### src/rtl/seq_restoring_divider_pkg.sv
// Shared defaults and FSM encodings for the sequential restoring divider.
package seq_restoring_divider_pkg;
    localparam int unsigned DW_DEFAULT = 16;
    localparam int unsigned VW_DEFAULT = 8;

    localparam logic [1:0] ST_IDLE = 2'd0;
    localparam logic [1:0] ST_CALC = 2'd1;
    localparam logic [1:0] ST_DONE = 2'd2;
endpackage

### src/rtl/seq_restoring_divider_div_step.sv
// One combinational radix-2 restoring step: shift in a dividend bit, trial-subtract the divisor.
module div_step #(
    parameter int unsigned VW = 8
) (
    input  logic [VW-1:0] prem,
    input  logic          next_bit,
    input  logic [VW-1:0] divisor,
    output logic [VW-1:0] prem_nxt,
    output logic          q_bit
);
    logic [VW:0] t;
    logic [VW:0] diff;

    always_comb begin
        t     = {prem, next_bit};
        diff  = t - {1'b0, divisor};
        q_bit = (t >= {1'b0, divisor});
        // Either branch is < divisor, so the low VW bits hold it exactly.
        prem_nxt = q_bit ? diff[VW-1:0] : t[VW-1:0];
    end
endmodule

### src/rtl/seq_restoring_divider.sv
// Iterative unsigned divider, one quotient bit per clock, valid/ready on both sides.
module seq_restoring_divider
    import seq_restoring_divider_pkg::*;
#(
    parameter int unsigned DW = DW_DEFAULT,
    parameter int unsigned VW = VW_DEFAULT
) (
    input  logic          clk,
    input  logic          rst,
    input  logic          in_valid,
    output logic          in_ready,
    input  logic [DW-1:0] dividend,
    input  logic [VW-1:0] divisor,
    output logic          out_valid,
    input  logic          out_ready,
    output logic [DW-1:0] quotient,
    output logic [VW-1:0] remainder,
    output logic          div_zero
);
    localparam int unsigned CNT_W = (DW > 1) ? $clog2(DW) : 1;

    logic [1:0]       state;
    logic [CNT_W-1:0] cnt;
    logic [DW-1:0]    q;
    logic [VW-1:0]    prem;
    logic [VW-1:0]    dvs;
    logic [VW-1:0]    prem_nxt;
    logic             q_bit;

    div_step #(.VW(VW)) u_step (
        .prem     (prem),
        .next_bit (q[DW-1]),
        .divisor  (dvs),
        .prem_nxt (prem_nxt),
        .q_bit    (q_bit)
    );

    always_ff @(posedge clk) begin
        if (rst) begin
            state     <= ST_IDLE;
            cnt       <= '0;
            q         <= '0;
            prem      <= '0;
            dvs       <= '0;
            div_zero  <= 1'b0;
            out_valid <= 1'b0;
        end else begin
            case (state)
                ST_IDLE: begin
                    if (in_valid) begin
                        dvs <= divisor;
                        cnt <= '0;
                        if (divisor == '0) begin
                            q         <= '1;
                            prem      <= dividend[VW-1:0];
                            div_zero  <= 1'b1;
                            out_valid <= 1'b1;
                            state     <= ST_DONE;
                        end else begin
                            q        <= dividend;
                            prem     <= '0;
                            div_zero <= 1'b0;
                            state    <= ST_CALC;
                        end
                    end
                end
                ST_CALC: begin
                    prem <= prem_nxt;
                    q    <= {q[DW-2:0], q_bit};
                    cnt  <= cnt + 1'b1;
                    if (cnt == CNT_W'(DW-1)) begin
                        out_valid <= 1'b1;
                        state     <= ST_DONE;
                    end
                end
                ST_DONE: begin
                    if (out_ready) begin
                        out_valid <= 1'b0;
                        state     <= ST_IDLE;
                    end
                end
                default: state <= ST_IDLE;
            endcase
        end
    end

    assign in_ready  = (state == ST_IDLE);
    assign quotient  = q;
    assign remainder = prem;
endmodule
### config.mk
export PLATFORM = sky130hd
export DESIGN_NAME = seq_restoring_divider
export DESIGN_NICKNAME = d
export VERILOG_FILES = /design/src/rtl/seq_restoring_divider_pkg.sv /design/src/rtl/seq_restoring_divider_div_step.sv /design/src/rtl/seq_restoring_divider.sv
export SDC_FILE = /design/constraint.sdc
export NUM_CORES = 1
export LEC_CHECK = 0
export ABC_AREA = 1
export CAP_MARGIN = 40
export CORE_AREA = 2 2 72 74
export CTS_CLUSTER_DIAMETER = 150
export DETAILED_ROUTE_END_ITERATION = 10
export DIE_AREA = 0 0 74 76
export PLACE_DENSITY = 0.88
export SLEW_MARGIN = 20
export SYNTH_ARGS = -nofsm -noshare
export SYNTH_HDL_FRONTEND = slang
export SYNTH_SLANG_ARGS = --single-unit
### constraint.sdc
create_clock -name clk -period 1.8 [get_ports clk]
set_input_delay 0.36 -clock clk [delete_from_list [all_inputs] [get_ports clk]]
set_output_delay 0.36 -clock clk [all_outputs]
set_load 0.05 [all_outputs]
==> impl_summary.md, run 1 <==
Drt
The first-pass detailed-route iteration total is 5. The iteration-0 DRC count of the detailed router is 159. The via count is ~2,500.

The final layout contains routed wiring with a total length of ~6500 µm. In the routed design, unresolved DRC markers number 0. The average wire per standard cell is roughly 14 µm. In the routed layout, each cell is associated on average with a via count of 5.348. The number of antenna-violating nets in the routed design is 0.

Clocking
The clock passes through at most 2 buffers. TritonCTS built the clock tree. The clock root buffer is sky130_fd_sc_hd__clkbuf_8. For this design, the sink count on the clock tree is 40. The number of hold-repair buffers added at the cts stage is 0.

Buffers inserted during clock tree synthesis total 5. After clock tree synthesis, the clock-pin slew on the worst setup and hold paths is 0.07 ns. The level count of the clock H-tree is 2. The clock reaches the later pin of the worst-skew pair after approximately 0.29 ns.

Synthesis
Synthesis produced a netlist whose cell count is between 300 and 400. The number of synthesized flops with an enable pin is 0. The area of the mapped netlist is 2331 µm².

Sequential cells were found to cover approximately a third of the synthesized design area. The number of warning messages in the yosys log is 0. In this run, distinct cell masters in the synthesized netlist total 33. The largest total area in the synthesized netlist belongs to sky130_fd_sc_hd__dfxtp_1. In this run, synthesis produced a sequential element count of 40. By area the synthesized netlist is led by sky130_fd_sc_hd__dfxtp_1 (34%), sky130_fd_sc_hd__nand2_1 (12%), sky130_fd_sc_hd__o21ai_0 (8.8%). The proportion of netlist area held by the largest area contributor is roughly a third. The number of nets produced by synthesis is between 300 and 400.

The fraction of registers with async set or reset after synthesis is 0%. Each instance of the synthesized netlist takes up on average between 6 and 7 µm². For this run, the leading register cell type out of synthesis is sky130_fd_sc_hd__dfxtp_1.

Finish
Compared with the post-synthesis result, the final layout area differs by 35.59%. The number of antenna diodes in the final layout is 0. The area of the multi-input gates is between 1000 and 1500 µm². The share of post-route cells with drive strength above 1 is a little over a fifth.

The footprint of the flip-flops and latches is between 800 and 900 µm². The fill cell total of the finished layout is a little over 400. At the end of the flow, the number of nets in the layout was approximately 440.

GRT
Global routing used ~23% of the available tracks across all layers. The initial antenna violation count is 0. Global routing used 5.556% of the available met3 tracks. The met2 layer usage reported by global route is roughly two fifths. Global routing used approximately 28% of the available met1 tracks.

The via count of the first global-routing pass is 2,394. The layer flagged by global routing as most heavily used is met2. The overall overflow remaining after global route is 0.

Entering global routing, the biggest net connects 28 pins. The first global-routing pass estimated about 10,000 µm of wire.

Worst setup path
The signal on the critical path passes through inv_1, ha_2, nand2_1, nor2_2, nand3_2, nand4_4, nand2_1, nand2_1, nand2_1, a21oi_1. The standard cell with the maximum stage delay on the critical path is sky130_fd_sc_hd__ha_2. The biggest fanout along the worst timing path is 6.

The capturing element type of the critical path is a register. The cell that appears most often on the critical path is sky130_fd_sc_hd__nand2_1. The data required time at the worst endpoint is around 2 ns. The arrival time of data at the critical path endpoint is between 1.5 and 2 ns. The start-to-end type of the worst setup path is register to register. The worst path buffer plus inverter count is 1.

The delay of the slowest cell on the worst path is approximately 0.39 ns. The element type at the critical path start is a register. The family of cells with the greatest summed delay on the critical path is simple AND/OR/NAND/NOR gates.

Floorplanning
The die is 76 µm tall. The initial utilization of the core area, before any placement, comes to a little under half. The core footprint is 4912 µm². Pin placement for this block handled 55 I/O pins.

The area enclosed by the die boundary is approximately 5600 µm². The die is 74 µm wide. The number of standard-cell rows in the floorplan is 26.

Hold path
In this run the worst hold path is classified as register to register.

Run
Max-cap violations in this run came to 0.

Timing
The total setup violations reported at the end of the flow is 0. The smallest clock period supported by the final layout is computed as 1.678 ns. The final count of hold timing violations was 0.

The post-route fraction of the period consumed by the critical path is between 90% and 100%. Setup repair after global routing left no endpoint under its margin. The max-slew violation total from the final report is 0. Timing would allow up to between 500 and 600 MHz. The transition at the pin with the smallest max-transition slack is between 0.3 and 0.4 ns. The setup slack after layout is about 0.12 ns.

The relative slew slack is about three quarters. The clock arrives with roughly 0.0047 ns of skew. Setup total negative slack on the finished layout was measured at 0 ns.

Power and ir drop
Combinational logic burns a little under half of the power. The fraction of power consumed by the clock network is around a fifth. The analysis attributes to net switching a power of between 1 and 1.5 mW. The internal portion of the total power is around 2 mW. Per report_power, the sequential group accounts for between 30% and 40% of the total. In this run the power density over the cells is about 1100 nW/µm². Net switching is about two fifths of the power. The maximum resistive drop on vdd is just under 0.0006 V. The leakage dissipation is 1.363 nW.

Placed design
The final HPWL from detailed placement is 4863 µm. The count of buffers inserted at the top-level ports is 54. The final RePlAce weighted congestion is 0.9917.

Timing analysis after detailed placement gives a worst setup slack of 0.02702 ns.

Run status
The run finished with clean final reports.
-- layer usage --
metal / share of wire (%) / vias up
met3: 5.8 / 23
li1: - / 1252
met5: 0 / -
met2: 51 / 105
met4: 3.3 / 0
met1: 40 / 1139
-- state kept, by name, indices dropped and copies added (netlist names) --
signal     flops
quotient      16
dvs            8
remainder      8
cnt            4
state          2
div_zero       1
out_valid      1
-- power groups by stage --
stage / Sequential [mW] / Combinational (mW) / Clock [mW]
detailed placement: 1.09 / 1.45 / 0
CTS: 1.07 / 1.46 / 0.729
floorplan: 1.32 / 0.825 / 0
global placement: 1.09 / 1.42 / 0
finish: 1.08 / 1.62 / 0.715
global route: 1.09 / 1.77 / 0.776
-- metrics by stage --
stage                     cells  instance area, µm²  hold WS, ns  power, mW  util, %
after floorplan             339                2338       0.4294      2.146        -
after global placement      461                2917       0.4465      2.503    59.37
after detailed placement    461                2917       0.4508      2.536    59.37
after CTS                   469                3024       0.4616      3.256    61.56
after global routing        471                3161       0.4823      3.636    64.34
final                       471                3161       0.4651      3.419    64.34
-- Yosys cell counts, types with 3 or more instances --
cell type,number
sky130_fd_sc_hd__a21oi_1,34
sky130_fd_sc_hd__a31oi_1,9
sky130_fd_sc_hd__a41oi_1,5
sky130_fd_sc_hd__buf_2,3
sky130_fd_sc_hd__buf_4,3
sky130_fd_sc_hd__buf_6,4
sky130_fd_sc_hd__clkbuf_1,3
sky130_fd_sc_hd__dfxtp_1,40
sky130_fd_sc_hd__ha_1,9
sky130_fd_sc_hd__inv_1,41
sky130_fd_sc_hd__inv_2,3
sky130_fd_sc_hd__nand2_1,75
sky130_fd_sc_hd__nand3_1,26
sky130_fd_sc_hd__nand4_1,3
sky130_fd_sc_hd__nor2_1,19
sky130_fd_sc_hd__o21ai_0,41
-- worst reg2reg max path: stages (launching register included) --
cell,delay [ns]
sky130_fd_sc_hd__dfxtp_1,0.31
sky130_fd_sc_hd__inv_1,0.08
sky130_fd_sc_hd__ha_2,0.39
sky130_fd_sc_hd__nand2_1,0.12
sky130_fd_sc_hd__nor2_2,0.16
sky130_fd_sc_hd__nand3_2,0.13
sky130_fd_sc_hd__nand4_4,0.14
sky130_fd_sc_hd__nand2_1,0.08
sky130_fd_sc_hd__nand2_1,0.07
sky130_fd_sc_hd__nand2_1,0.04
sky130_fd_sc_hd__a21oi_1,0.10
-- cell families (layout without fill, tap and decap cells) --
logic type | Yosys count | count (layout) | synth area share [%]
AO/OA/AOI/OAI | 92 | 92 | 21.58
XOR/XNOR | 3 | 3 | 1.127
adder cells (fa/ha/maj) | 10 | 10 | 5.690
buffers and inverters | 58 | 119 | 11.27
flip-flops | 40 | 40 | 34.35
AND/OR/NAND/NOR | 136 | 137 | 25.98
-- cell type report --
class / instances / area share [%]
Inverter: 44 / 5.226
Clock inverter: 2 / 1.108
Clock buffer: 6 / 2.296
Tap cell: 70 / 2.771
Multi-Input combinational cell: 242 / 44.10
Timing Repair Buffer: 67 / 18.84
Sequential cell: 40 / 25.65
-- worst paths after layout --
check / startpoint / end / slack, ns / cells past startpoint
max: dvs[5] / remainder[7] / 0.12 / 10
min: dvs[6] / dvs[6] / 0.47 / 2
max reg2reg: dvs[5] / remainder[7] / 0.12 / 10
min reg2reg: dvs[6] / dvs[6] / 0.47 / 2
-- cells in the final DEF (no fill, tap or decap), types with 3 or more instances in the layout --
master | Yosys | routed
sky130_fd_sc_hd__nor2_1 | 19 | 17
sky130_fd_sc_hd__nand2_1 | 75 | 74
sky130_fd_sc_hd__a41oi_1 | 5 | 5
sky130_fd_sc_hd__inv_1 | 41 | 41
sky130_fd_sc_hd__o21ai_0 | 41 | 41
sky130_fd_sc_hd__nand3_1 | 26 | 23
sky130_fd_sc_hd__dfxtp_2 | 0 | 8
sky130_fd_sc_hd__nand3_2 | 1 | 3
sky130_fd_sc_hd__nand4_1 | 3 | 3
sky130_fd_sc_hd__dfxtp_1 | 40 | 32
sky130_fd_sc_hd__buf_4 | 3 | 38
sky130_fd_sc_hd__a21oi_1 | 34 | 32
sky130_fd_sc_hd__clkdlybuf4s50_1 | 0 | 27
sky130_fd_sc_hd__ha_4 | 0 | 4
sky130_fd_sc_hd__a31oi_1 | 9 | 9
sky130_fd_sc_hd__nor2_2 | 2 | 4
sky130_fd_sc_hd__inv_2 | 3 | 3
sky130_fd_sc_hd__ha_1 | 9 | 3
sky130_fd_sc_hd__clkbuf_8 | 0 | 5
-- repair_timing --
| action | CTS | global route |
|---|---|---|
| setup buffers | 0 | 1 |
| resized for setup | 0 | 24 |
| setup endpoints to repair | 0 | 9 |
Power figures use the tool's default switching activity.
==> run 2: changes to the inputs <==
--- a/config.mk
+++ b/config.mk
@@ -11,6 +11,7 @@
 export CTS_CLUSTER_DIAMETER = 150
 export DETAILED_ROUTE_END_ITERATION = 10
 export DIE_AREA = 0 0 74 76
+export MAX_ROUTING_LAYER = met4
 export PLACE_DENSITY = 0.88
 export SLEW_MARGIN = 20
 export SYNTH_ARGS = -nofsm -noshare
==> run 2 against run 1 <==
  * Worst hold slack improved by 0.0035 ns
  * Combinational power about the same
  * Critical path type unchanged
  * Critical path depth did not move
  * Maximum frequency decreased by 0.50%
  * Sequential power about the same
  * Clock-buffer cell count unchanged
  * Worst setup slack got worse by 0.0084 ns
  * Wire length increased by 0.28%
  * Sequential share of layout area up 0.29 points
==> impl_summary.md, run 2 (synthesized netlist as in run 1, its figures left out) <==
Finish
The area of the multi-input gates is 1385 µm² (was 1394 µm²). Most frequent cells in the layout: sky130_fd_sc_hd__nand2_1 (73), sky130_fd_sc_hd__inv_1 (41), sky130_fd_sc_hd__o21ai_0 (41) (was sky130_fd_sc_hd__nand2_1 (74), sky130_fd_sc_hd__inv_1 (41), sky130_fd_sc_hd__o21ai_0 (41)). The fill cell total of the finished layout is 425 (was 414). The count of placed standard cells in the final layout, fillers left out is 470 (was 471). The number of inserted diodes is 0 (unchanged). The number of flip-flops under the largest register name is 16 (unchanged). The share of post-route cells with drive strength above 1 is 19.50% (was 21.20%). The footprint of the flip-flops and latches is 809.5 µm² (was 810.8 µm²). The final standard cell utilization of the core is 63.53% (was 64.34%). The most common library cell in the layout ignoring fill and taps is sky130_fd_sc_hd__nand2_1 (unchanged). The layout overhead on the synthesized area is 33.87% (was 35.59%). The net count of the finished layout is 438 (unchanged).

GRT
The initial antenna violation count is 0 (unchanged). The first-pass GRT wire length is 10,390 µm (was 10,420 µm). The overall overflow remaining after global route is 0 (unchanged). The via count of the first global-routing pass is 2,399 (was 2,394).

The pin count of the biggest net entering global routing is 30 (was 28). The overall fraction of global-route tracks in use came to 23.75% (was 23.23%).

Clocking
The level count of the clock H-tree came to 2 (unchanged). The total number of clock tree sinks was 40 (unchanged). The clock input transition at the sequential cells of the worst setup and hold paths came to 0.08 ns (was 0.07 ns). The insertion delay to the later sink of the worst-skew pair is 0.29 ns (about the same).

The clock tree buffer depth is 2 (unchanged). The clock root buffer is sky130_fd_sc_hd__clkbuf_8 (unchanged). The number of CTS-inserted buffers is 5 (unchanged). The post-CTS setup buffer count is 0 (unchanged). The clock tree from TritonCTS is built (unchanged).

Floorplanning
The boundary pin count is 55 (unchanged). The starting density of the core is 47.45% (unchanged). The horizontal die dimension is 74 µm (unchanged). The number of standard-cell rows in the floorplan is 26 (unchanged). The area enclosed by the die boundary is 5624 µm² (unchanged). The die height is 76 µm (unchanged).

The core footprint is 4912 µm² (unchanged).

Worst setup path
The biggest fanout along the worst timing path came to 5 (was 6). The data required time at the worst endpoint is 2.03 ns (about the same). The start-to-end type of the worst setup path was register to register (unchanged). The arrival time of data at the critical path endpoint came to 1.91 ns (about the same). The standard cell with the maximum stage delay on the critical path is sky130_fd_sc_hd__ha_1 (was sky130_fd_sc_hd__ha_2). The element type at the critical path start is a register (unchanged). CP cell instances: inv_1, ha_1, nand2_1, nor2_1, nand3_1, nand4_4, nand2_2, nand2_1, nand2_1, a21oi_1 (was inv_1, ha_2, nand2_1, nor2_2, nand3_2, nand4_4, nand2_1, nand2_1, nand2_1, a21oi_1).

The dominant cell type by count on the critical path is sky130_fd_sc_hd__nand2_1 (unchanged). The delay of the slowest cell on the worst path was 0.34 ns (was 0.39 ns). The capturing element type of the critical path is a register (unchanged).

Drt
The via count came to 2,501 (was 2,519). The detail-routed via count per cell came to 5.321 (was 5.348). The average wire per standard cell is 13.91 µm (was 13.84 µm).

The number of antenna-violating nets in the routed design is 0 (unchanged). The iteration-0 DRC count of the detailed router is 158 (was 159). The number of remaining DRC errors is 0 (unchanged). The first-pass detailed-route iteration total is 4 (was 5). The detailed-route wire length is 6536 µm (was 6518 µm).

Timing
The post-route fraction of the period consumed by the critical path is 93.69% (was 93.22%). The clock period minus final worst setup slack came to 1.686 ns (was 1.678 ns). The worst hold slack is 0.4686 ns (was 0.4651 ns).

The setup slack after layout was 0.1136 ns (was 0.1221 ns). The total setup violations reported at the end of the flow came to 0 (unchanged). The transition at the pin with the smallest max-transition slack came to 0.3696 ns (was 0.3575 ns). The max-slew violation total from the final report is 0 (unchanged). The worst clock skew came to 0.005263 ns (was 0.004734 ns). The highest clock rate is 593.0 MHz (was 596.0 MHz).

The relative slew slack was 75.15% (was 75.96%). The final total negative setup slack is 0 ns (unchanged). The final count of hold timing violations came to 0 (unchanged).

Run status
Run status: complete, no violations (unchanged).

Placed design
The number of cells after detailed placement is 462 (was 461). The count of buffers inserted at the top-level ports is 54 (unchanged). The worst slack at placement came to 0.01721 ns (was 0.02702 ns). The final HPWL from detailed placement is 4819 µm (was 4863 µm). The final RePlAce weighted congestion is 0.9693 (was 0.9917).

Hold path
The class of the worst hold path is register to register (unchanged).

Power and ir drop
The leakage dissipation is 1.350 nW (was 1.363 nW). The power per unit of standard cell area came to 1049 nW/µm² (was 1082 nW/µm²). The maximum resistive drop on vdd came to 0.0006779 V (was 0.0005786 V).

Run
The number of violations of the max-capacitance limit is 0 (unchanged).
[run 2: cell types whose count changed in the layout (fill, tap and decap cells not counted), sizes merged]
| cell | previous run | this run |
|---|---|---|
| bufinv | 1 | 0 |
[run 2: stage by stage]
step	power (mW)	area (µm²)
after floorplan	2.146	2338
after CTS	3.103	3002
after detailed placement	2.538	2924
after global placement	2.520	2924
final	3.272	3120
after global routing	3.487	3120
[run 2: what timing repair did]
action / in CTS / in global routing
endpoints found under the setup margin: 0 / 9
endpoints found under the hold margin: 0 / 0
gates resized for setup: 0 / 19
hold buffers: 0 / 0
[run 2: critical path: cells and delay by family (launching register included)]
| kind | cells | cell delay, ns |
|---|---|---|
| compound gates | 1 | 0.12 |
| flops | 1 | 0.31 |
| buf+inv | 1 | 0.05 |
| simple gates | 7 | 0.81 |
| fa+ha+maj | 1 | 0.34 |
[run 2: final cells by class]
type,instances,area share (%)
clock buffers,6,2.326
clock inverters,1,0.1604
inverters,44,5.293
multi-input cells,242,44.39
flip-flops and latches,40,25.94
well taps,70,2.807
repair buffers,67,19.09
[run 2: worst paths after layout]
| path | start | to | slack (ns) | cells past startpoint |
|---|---|---|---|---|
| worst min register to register | dvs[6] | dvs[6] | 0.47 | 2 |
| worst min-delay path | dvs[6] | dvs[6] | 0.47 | 2 |
| worst max register to register | dvs[6] | remainder[7] | 0.11 | 10 |
| worst max-delay path | dvs[6] | remainder[7] | 0.11 | 10 |
[run 2: power by group]
group | internal, mW | total [mW] | switching (mW)
sequential | 0.991 | 1.08 | 0.0919
combinational | 0.605 | 1.61 | 1.01
clock | 0.264 | 0.576 | 0.312
total | 1.86 | 3.27 | 1.41
[run 2: metal layers]
metal  share of wire [%]  global-route usage (%)  vias to the layer above
met5                   0                       -                        -
met2                  51                   37.77                       85
li1                    -                       -                     1254
met1                  41                   29.09                     1147
met4                 2.3                   9.273                        0
met3                 5.6                   5.026                       15
